## config.mk

```make
export PLATFORM = sky130hd
export DESIGN_NAME = bcd_stopwatch_flat
export DESIGN_NICKNAME = d
export VERILOG_FILES = /design/src/rtl/stopwatch_pkg.sv /design/src/rtl/bcd_stopwatch_if.sv /design/src/rtl/bcd_digit.sv /design/src/rtl/bcd_stopwatch.sv /design/src/flat_wrapper.sv
export SDC_FILE = /design/constraint.sdc
export NUM_CORES = 1
export LEC_CHECK = 0
export CELL_PAD_IN_SITES_DETAIL_PLACEMENT = 0
export CELL_PAD_IN_SITES_GLOBAL_PLACEMENT = 2
export CORE_ASPECT_RATIO = 0.9
export CORE_MARGIN = 5
export CORE_UTILIZATION = 36
export CTS_CLUSTER_SIZE = 25
export DETAILED_ROUTE_END_ITERATION = 6
export GPL_TIMING_DRIVEN = 0
export PLACE_DENSITY = 0.89
export SETUP_SLACK_MARGIN = 0.02
export SKIP_CTS_REPAIR_TIMING = 1
export SYNTH_ARGS = -nofsm -noshare
export SYNTH_HDL_FRONTEND = slang
export SYNTH_SLANG_ARGS = --single-unit
export TNS_END_PERCENT = 100
```

## constraint.sdc

```tcl
create_clock -name clk_in -period 1.95 [get_ports clk_in]
set_input_delay 0.4875 -clock clk_in [delete_from_list [all_inputs] [get_ports clk_in]]
set_output_delay 0.4875 -clock clk_in [all_outputs]
set_load 0.03 [all_outputs]
```

## src/rtl/stopwatch_pkg.sv

```systemverilog
// Shared types and constants for the MM:SS BCD stopwatch.
package stopwatch_pkg;

  localparam int unsigned DIGIT_W      = 4;
  localparam int unsigned DISP_W       = 4 * DIGIT_W;
  localparam int unsigned ONES_MAX     = 9;
  localparam int unsigned SEC_TENS_MAX = 5;

  typedef logic [1:0] state_t;

  localparam state_t ST_IDLE  = 2'd0;
  localparam state_t ST_RUN   = 2'd1;
  localparam state_t ST_PAUSE = 2'd2;

  typedef struct packed {
    logic [DIGIT_W-1:0] min_tens;
    logic [DIGIT_W-1:0] min_ones;
    logic [DIGIT_W-1:0] sec_tens;
    logic [DIGIT_W-1:0] sec_ones;
  } mmss_t;

endpackage

```

## src/rtl/bcd_stopwatch_if.sv

```systemverilog
// Control inputs and display outputs of the stopwatch, grouped as one bundle.
interface bcd_stopwatch_if;
  import stopwatch_pkg::*;

  logic              tick_in;
  logic              start_stop_in;
  logic              clear_in;
  logic              lap_in;
  logic [DISP_W-1:0] digits_out;
  logic              running;
  logic              lap_active;
  logic              wrap_pulse;

  modport master (
    output tick_in, start_stop_in, clear_in, lap_in,
    input  digits_out, running, lap_active, wrap_pulse
  );

  modport slave (
    input  tick_in, start_stop_in, clear_in, lap_in,
    output digits_out, running, lap_active, wrap_pulse
  );

endinterface

```

## src/rtl/bcd_digit.sv

```systemverilog
// One BCD counter digit that wraps at MAX; chained through carry_out -> inc.
module bcd_digit
  import stopwatch_pkg::*;
#(
  parameter int unsigned MAX = 9
) (
  input  logic               clk_in,
  input  logic               rst,
  input  logic               clr,
  input  logic               inc,
  output logic [DIGIT_W-1:0] value,
  output logic               carry_out
);

  logic [DIGIT_W-1:0] value_q;
  logic [DIGIT_W-1:0] value_d;
  logic               at_max_c;

  assign at_max_c = (value_q == DIGIT_W'(MAX));

  always_comb begin
    value_d = value_q;
    if (clr) begin
      value_d = '0;
    end else if (inc) begin
      value_d = at_max_c ? '0 : value_q + DIGIT_W'(1);
    end
  end

  always_ff @(posedge clk_in or negedge rst) begin
    if (!rst) value_q <= '0;
    else      value_q <= value_d;
  end

  assign value     = value_q;
  assign carry_out = inc & at_max_c;

endmodule

```

## src/rtl/bcd_stopwatch.sv

```systemverilog
// MM:SS stopwatch advanced by rising edges of the divided tick, with run/pause,
// clear and lap-freeze control, all on the board clock.
module bcd_stopwatch
  import stopwatch_pkg::*;
#(
  parameter int unsigned MIN_TENS_MAX = 5,
  parameter int unsigned LAP_EN       = 1
) (
  input  logic           clk_in,
  input  logic           rst,
  bcd_stopwatch_if.slave sw
);

  state_t state_q, state_d;
  mmss_t  lap_q, lap_d;
  mmss_t  live_c;
  logic   tick_q;
  logic   lap_active_q, lap_active_d;
  logic   wrap_q, wrap_d;
  logic   running_q, running_d;
  logic   tick_rise_c;
  logic   advance_c;
  logic   clr_c;
  logic   c_so, c_st, c_mo, c_mt;

  logic [DIGIT_W-1:0] so_val, st_val, mo_val, mt_val;

  assign tick_rise_c = sw.tick_in & ~tick_q;
  assign live_c      = {mt_val, mo_val, st_val, so_val};

  // Next state, lap capture and advance enable; clear outranks everything.
  always_comb begin
    state_d      = state_q;
    lap_d        = lap_q;
    lap_active_d = lap_active_q;
    advance_c    = 1'b0;
    clr_c        = 1'b0;
    if (sw.clear_in) begin
      state_d      = ST_IDLE;
      clr_c        = 1'b1;
      lap_active_d = 1'b0;
    end else begin
      if (sw.start_stop_in) begin
        case (state_q)
          ST_IDLE:  state_d = ST_RUN;
          ST_RUN:   state_d = ST_PAUSE;
          ST_PAUSE: state_d = ST_RUN;
          default:  state_d = ST_IDLE;
        endcase
      end else if (state_q == ST_RUN && tick_rise_c) begin
        advance_c = 1'b1;
      end
      if (LAP_EN != 0 && sw.lap_in) begin
        if (lap_active_q) begin
          lap_active_d = 1'b0;
        end else if (state_q != ST_IDLE) begin
          lap_d        = live_c;
          lap_active_d = 1'b1;
        end
      end
    end
  end

  assign wrap_d    = c_mt;
  assign running_d = (state_d == ST_RUN);

  always_ff @(posedge clk_in or negedge rst) begin
    if (!rst) state_q <= ST_IDLE;
    else      state_q <= state_d;
  end

  always_ff @(posedge clk_in or negedge rst) begin
    if (!rst) begin
      tick_q       <= 1'b0;
      lap_q        <= '0;
      lap_active_q <= 1'b0;
      wrap_q       <= 1'b0;
      running_q    <= 1'b0;
    end else begin
      tick_q       <= sw.tick_in;
      lap_q        <= lap_d;
      lap_active_q <= lap_active_d;
      wrap_q       <= wrap_d;
      running_q    <= running_d;
    end
  end

  bcd_digit #(.MAX(ONES_MAX)) u_sec_ones (
    .clk_in(clk_in), .rst(rst), .clr(clr_c), .inc(advance_c),
    .value(so_val), .carry_out(c_so)
  );

  bcd_digit #(.MAX(SEC_TENS_MAX)) u_sec_tens (
    .clk_in(clk_in), .rst(rst), .clr(clr_c), .inc(c_so),
    .value(st_val), .carry_out(c_st)
  );

  bcd_digit #(.MAX(ONES_MAX)) u_min_ones (
    .clk_in(clk_in), .rst(rst), .clr(clr_c), .inc(c_st),
    .value(mo_val), .carry_out(c_mo)
  );

  bcd_digit #(.MAX(MIN_TENS_MAX)) u_min_tens (
    .clk_in(clk_in), .rst(rst), .clr(clr_c), .inc(c_mo),
    .value(mt_val), .carry_out(c_mt)
  );

  // Display selects between two registers only, so no input reaches it combinationally.
  assign sw.digits_out = lap_active_q ? lap_q : live_c;
  assign sw.running    = running_q;
  assign sw.lap_active = lap_active_q;
  assign sw.wrap_pulse = wrap_q;

endmodule

```

## src/flat_wrapper.sv

```systemverilog
// flat-port wrapper written by rule: the top's interface ports become plain ports
module bcd_stopwatch_flat import stopwatch_pkg::*;
#(
  parameter int unsigned MIN_TENS_MAX = 5,
  parameter int unsigned LAP_EN       = 1
)
  (clk_in, rst, sw_tick_in, sw_start_stop_in, sw_clear_in, sw_lap_in, sw_digits_out, sw_running, sw_lap_active, sw_wrap_pulse);
  bcd_stopwatch_if sw_i ();
  input  logic clk_in;
  input  logic rst;
  input wire logic [$bits(sw_i.tick_in)-1:0] sw_tick_in;
  input wire logic [$bits(sw_i.start_stop_in)-1:0] sw_start_stop_in;
  input wire logic [$bits(sw_i.clear_in)-1:0] sw_clear_in;
  input wire logic [$bits(sw_i.lap_in)-1:0] sw_lap_in;
  output wire logic [$bits(sw_i.digits_out)-1:0] sw_digits_out;
  output wire logic [$bits(sw_i.running)-1:0] sw_running;
  output wire logic [$bits(sw_i.lap_active)-1:0] sw_lap_active;
  output wire logic [$bits(sw_i.wrap_pulse)-1:0] sw_wrap_pulse;
  assign sw_i.tick_in = sw_tick_in;
  assign sw_i.start_stop_in = sw_start_stop_in;
  assign sw_i.clear_in = sw_clear_in;
  assign sw_i.lap_in = sw_lap_in;
  assign sw_digits_out = sw_i.digits_out;
  assign sw_running = sw_i.running;
  assign sw_lap_active = sw_i.lap_active;
  assign sw_wrap_pulse = sw_i.wrap_pulse;
  bcd_stopwatch #(.MIN_TENS_MAX(MIN_TENS_MAX), .LAP_EN(LAP_EN)) u_core (.clk_in(clk_in), .rst(rst), .sw(sw_i));
endmodule
```

==> flow_metrics.env, run 1 <==
export IMPL_status="complete, no violations"
export IMPL_critPathKind="register to output port"
export IMPL_synth_most_common_cell="dfrtp_1"
export IMPL_synth_seq_cells=38
export IMPL_async_reset_ff_frac=1.00
export IMPL_hold_violations=0
export IMPL_vias=1519
export IMPL_synth_nets=197
export IMPL_antenna_cells=0
export IMPL_finalWorstSetupSlack_ps=59.8
export IMPL_yosys_area_top_type_share=0.479
export IMPL_io_buffers=23
export IMPL_grt_max_degree=39
export IMPL_cap_viol_max_count=0
export IMPL_setup_viol=0
export IMPL_place_inst=273
export IMPL_crit_fanout=10
export IMPL_hpwl_um=2910
export IMPL_critPathRequiredTime_ps=1460
export IMPL_ctsHtreeMaxLevel=2
export IMPL_cts_clk_slew_worst_paths_ps=80
export IMPL_cp_end_kind="output port"
export IMPL_wl_per_cell_um=15.2
export IMPL_via_per_inst=5.17
export IMPL_hold_class="input port to async pin"
export IMPL_ys_top_cells_by_area="dfrtp_1 (48%), mux2_2 (14%), ha_1 (5.0%)"
export IMPL_synth_area_sq_um=1990
export IMPL_core_area_sq_um=5320
export IMPL_postPlaceCellArea_sq_um=2290
export IMPL_drt_total_wl_um=4460
export IMPL_firstDrtPassIters=4
export IMPL_tightest_slew_ps=854
export IMPL_start_util=0.373
export IMPL_ant_nets=0
export IMPL_drv_slew=0
export IMPL_cpMaxStageDelayCell="dfrtp_2"
export IMPL_cts_root_buf="clkbuf_8"
export IMPL_cts_num_sinks=38
export IMPL_clk_latency_ps=290
export IMPL_ios=25
export IMPL_path_cells="buf_8 -> mux2_2 -> clkbuf_2"
export IMPL_preCtsSetupSlack_ps=-521
export IMPL_utilization=0.465
export IMPL_grt_total_usage=0.132
export IMPL_fin_setup_tns_ps=0
export IMPL_p_per_area_nw_per_um2=601
export IMPL_yosys_warnings=0
export IMPL_rsz0062_at_grt="true"
export IMPL_p_leak_nw=1.25
export IMPL_cpPeakStageDelay_ps=420
export IMPL_grt_pass1_vias=1480
export IMPL_ir_drop_uv=378
export IMPL_drive_gt1_frac=0.370
export IMPL_whs_ps=304
export IMPL_die_y_um=80.5
export IMPL_total_power_mw=1.49
export IMPL_first_iter_violations=66
export IMPL_die_area_sq_um=7100
export IMPL_fin_crit_ps=1890
export IMPL_grt_pass1_wl_um=7260
export IMPL_cts_buffers=5
export IMPL_arrival_ps=1400
export IMPL_fin_skew_ps=5.77
export IMPL_nets=240
export IMPL_seq_area_frac_synth=0.479
export IMPL_fin_area_sq_um=2470
export IMPL_grt_ovfl_total=0
export IMPL_synth_top_cell_by_area="dfrtp_1"
export IMPL_yosys_top_cells_count="dfrtp_1 (38), mux2_2 (24), nand2_1 (18), a21oi_1 (14), o21ai_0 (14)"
export IMPL_synth_edff_count=0
export IMPL_yosys_most_used_dff="dfrtp_1"
export IMPL_clock_path_buffers=2
export IMPL_fin_crit_sh=0.969
export IMPL_cp_start_kind="register"
export IMPL_syn_inst=183
export IMPL_drc=0
export IMPL_fin_cells=294
export IMPL_maxSlewHeadroom=0.431
export IMPL_die_x_um=88.3
export IMPL_synth_cell_types=41
export IMPL_num_rows=25
export IMPL_antenna_found_initial=0
export IMPL_gp_congestion=0.802
export IMPL_cts_tree="done"
export IMPL_syn_area_per_cell_sq_um=10.9
export IMPL_clock_fmax_ghz=0.529
export IMPL_syn2layout_area_growth_pct=24.6
-- flip-flops by register name, indices dropped and copies added (netlist names) --
| signal | cells |
|---|---|
| u_core.sw.running | 1 |
| u_core.sw.lap_active | 1 |
| u_core.u_sec_tens.value | 4 |
| u_core.state_q | 2 |
| u_core.u_min_ones.value | 4 |
| u_core.u_sec_ones.value | 4 |
| u_core.u_min_tens.value | 4 |
| u_core.tick_q | 1 |
| u_core.sw.wrap_pulse | 1 |
| u_core.lap_q | 16 |
-- cells by family after synthesis --
group,after synthesis,share of synthesized area
adders and majority gates,8,0.0504
muxes,26,0.146
DFF,38,0.479
AOI/OAI and AO/OA,35,0.0989
and+or+nand+nor,59,0.184
xor gates and xnor gates,2,0.00882
buffers and inverters,15,0.0328
-- report_power, final --
part | leakage (nW) | total [mW] | internal [mW] | switching [mW]
Clock | 0.0482 | 0.557 | 0.285 | 0.272
Combinational | 0.682 | 0.120 | 0.0473 | 0.0723
Sequential | 0.523 | 0.810 | 0.798 | 0.0117
Total | 1.25 | 1.49 | 1.13 | 0.356
-- metal layers --
metal  global-route usage  vias up  share of wire
met1                0.179      737           0.46
met3               0.0308        9          0.050
li1                     -      741              -
met2                0.209       32           0.47
met5                    0        -              0
met4               0.0363        0          0.012
-- cell type report --
cell class	count	area, sq um
buffer	7	53.8
clock buffer	7	86.3
clock inverter	1	5.00
fill	522	2840
inverter	7	26.3
multi-input combinational	131	1000
sequential	38	953
tap	67	83.8
timing repair buffer	36	265
-- worst max-delay path, delay by kind of cell (launching register included) --
kind | cells | cell delay, ps
buffers and inverters | 2 | 350
multiplexers | 1 | 340
flip-flops | 1 | 420
-- path summary, 6_finish.rpt --
path | from | to | slack [ps] | cells past startpoint
max in group asynchronous | rst | u_core.u_sec_ones.value[0]$_DFFE_PN0P_ | 1050 | 1
worst max register to register | u_core.u_sec_ones.value[1]$_DFFE_PN0P_ | u_core.u_min_tens.value[3]$_DFFE_PN0P_ | 100 | 6
worst min-delay path | rst | u_core.lap_q[10]$_DFFE_PN0P_ | 300 | 1
min in group clk_in | sw_tick_in | u_core.tick_q$_DFF_PN0_ | 410 | 1
worst max-delay path | u_core.sw.lap_active$_DFFE_PN0P_ | sw_digits_out[15] | 60 | 3
worst min register to register | u_core.lap_q[9]$_DFFE_PN0P_ | u_core.lap_q[9]$_DFFE_PN0P_ | 490 | 2
-- cells in the final DEF (no fill, tap or decap), drive strengths merged, types with 3 or more instances in the layout --
master	count
a21oi	14
and3b	4
buf	19
clkbuf	23
clkdlybuf4s50	3
dfrtp	38
dlymetal6s2s	5
ha	8
inv	7
mux2	24
nand2	18
nand3	3
nor2	13
o21ai	14
or3	4
Power figures use the tool's default switching activity.
==> run 2, diff against run 1 <==
Settings changed: REMOVE_ABC_BUFFERS from default to 1.
==> flow_metrics.env, run 2 (synthesis gave the netlist of run 1 again) <==
export IMPL_grt_max_degree=39
export IMPL_ctsHtreeMaxLevel=2
export IMPL_arrival_ps=1410
export IMPL_r2r_cells=6
export IMPL_top_register="u_core.lap_q"
export IMPL_cts_tree="done"
export IMPL_cp_end_kind="output port"
export IMPL_start_util=0.373
export IMPL_r2r_setup_slack_ps=130
export IMPL_cap_viol_max_count=0
export IMPL_die_y_um=80.5
export IMPL_core_area_sq_um=5320
export IMPL_total_power_mw=1.47
export IMPL_hold_class="input port to async pin"
export IMPL_fin_crit_sh=0.975
export IMPL_cts_root_buf="clkbuf_8"
export IMPL_critPathKind="register to output port"
export IMPL_clock_path_buffers=2
export IMPL_antenna_cells=0
export IMPL_cts_num_sinks=38
export IMPL_final_cell_mix="dfrtp_1 (35), mux2_2 (24), buf_4 (21)"
export IMPL_grt_pass1_wl_um=7020
export IMPL_final_common_cell="dfrtp_1"
export IMPL_rsz0062_at_grt="true"
export IMPL_place_inst=268
export IMPL_fin_skew_ps=2.27
export IMPL_hpwl_um=2530
export IMPL_drt_total_wl_um=4360
export IMPL_die_x_um=88.3
export IMPL_ios=25
export IMPL_vias=1488
export IMPL_die_area_sq_um=7100
export IMPL_antenna_found_initial=0
export IMPL_gp_congestion=0.778
export IMPL_p_leak_nw=1.26
export IMPL_drv_slew=0
export IMPL_cpPeakStageDelay_ps=530
export IMPL_via_per_inst=5.13
export IMPL_r2r_start="u_core.u_sec_ones.value[1]$_DFFE_PN0P_"
export IMPL_drc=0
export IMPL_fin_cells=290
export IMPL_whs_ps=306
export IMPL_critPathRequiredTime_ps=1460
export IMPL_num_rows=25
export IMPL_wl_per_cell_um=15.0
export IMPL_ir_drop_uv=390
export IMPL_drive_gt1_frac=0.377
export IMPL_status="complete, no violations"
export IMPL_cpMaxStageDelayCell="dfrtp_4"
export IMPL_clk_latency_ps=290
export IMPL_syn2layout_area_growth_pct=26.1
export IMPL_utilization=0.471
export IMPL_ant_nets=0
export IMPL_largest_reg_flops=16
export IMPL_fillers=511
export IMPL_hold_violations=0
export IMPL_cts_buffers=5
export IMPL_grt_total_usage=0.128
export IMPL_seqCellArea_sq_um=957
export IMPL_setup_viol=0
export IMPL_reg2reg_to="u_core.u_min_ones.value[3]$_DFFE_PN0P_"
export IMPL_cts_clk_slew_worst_paths_ps=70
export IMPL_p_per_area_nw_per_um2=587
export IMPL_path_cells="buf_6 -> mux2_2 -> buf_4"
export IMPL_grt_pass1_vias=1451
export IMPL_io_buffers=24
export IMPL_firstDrtPassIters=4
export IMPL_cp_start_kind="register"
export IMPL_maxSlewHeadroom=0.429
export IMPL_fin_setup_tns_ps=0
export IMPL_tightest_slew_ps=857
export IMPL_grt_ovfl_total=0
export IMPL_clock_fmax_ghz=0.526
export IMPL_crit_fanout=6
export IMPL_nets=238
export IMPL_first_iter_violations=55
export IMPL_fin_crit_ps=1900
export IMPL_multi_input_area_sq_um=997
==> run 2: routing by layer <==
| metal | global-route usage | wire length [um] | share of wire | vias to the layer above |
|---|---|---|---|---|
| li1 | - | - | - | 740 |
| met1 | 0.176 | 2100 | 0.48 | 714 |
| met2 | 0.193 | 2030 | 0.46 | 27 |
| met3 | 0.0349 | 183 | 0.042 | 7 |
| met4 | 0.0453 | 49 | 0.011 | 0 |
| met5 | 0 | 0 | 0 | - |
==> run 2: worst max path at each step <==
stage                                     startpoint                                endpoint  slack (ps)  cells past startpoint
floorplan           u_core.sw.lap_active$_DFFE_PN0P_             u_core.lap_q[0]$_DFFE_PN0P_         -80                      3
global placement                         sw_clear_in            u_core.lap_q[12]$_DFFE_PN0P_       -1160                      4
detailed placement                       sw_clear_in  u_core.u_min_tens.value[3]$_DFFE_PN0P_        -870                      5
CTS                 u_core.sw.lap_active$_DFFE_PN0P_                        sw_digits_out[3]        -790                      2
global route        u_core.sw.lap_active$_DFFE_PN0P_                        sw_digits_out[2]          -4                      3
finish              u_core.sw.lap_active$_DFFE_PN0P_                        sw_digits_out[3]          50                      3
==> run 2: metrics by stage <==
step	setup WS (ps)	area [sq um]
after floorplan	-77.3	1950
after global placement	-1160	2270
after detailed placement	-868	2290
after CTS	-795	2370
after global routing	-4.16	2500
final	49.3	2500
==> run 2: where the power goes <==
group / internal (mW) / total (mW) / switching, mW
clock network: 0.273 / 0.533 / 0.260
logic: 0.0519 / 0.124 / 0.0721
registers: 0.799 / 0.812 / 0.0130
==> run 2: layout make-up <==
type / instances / share of cell area
Tap cell: 67 / 0.0335
Timing Repair Buffer: 41 / 0.142
Sequential cell: 38 / 0.382
Inverter: 7 / 0.0105
Clock buffer: 6 / 0.0330
Multi-Input combinational cell: 131 / 0.398
==> run 2: worst max-delay path: cells and delay by family (launching register included) <==
kind	cells	cell delay (ps)
multiplexers	1	270
buffers and inverters	2	320
flip-flops	1	530
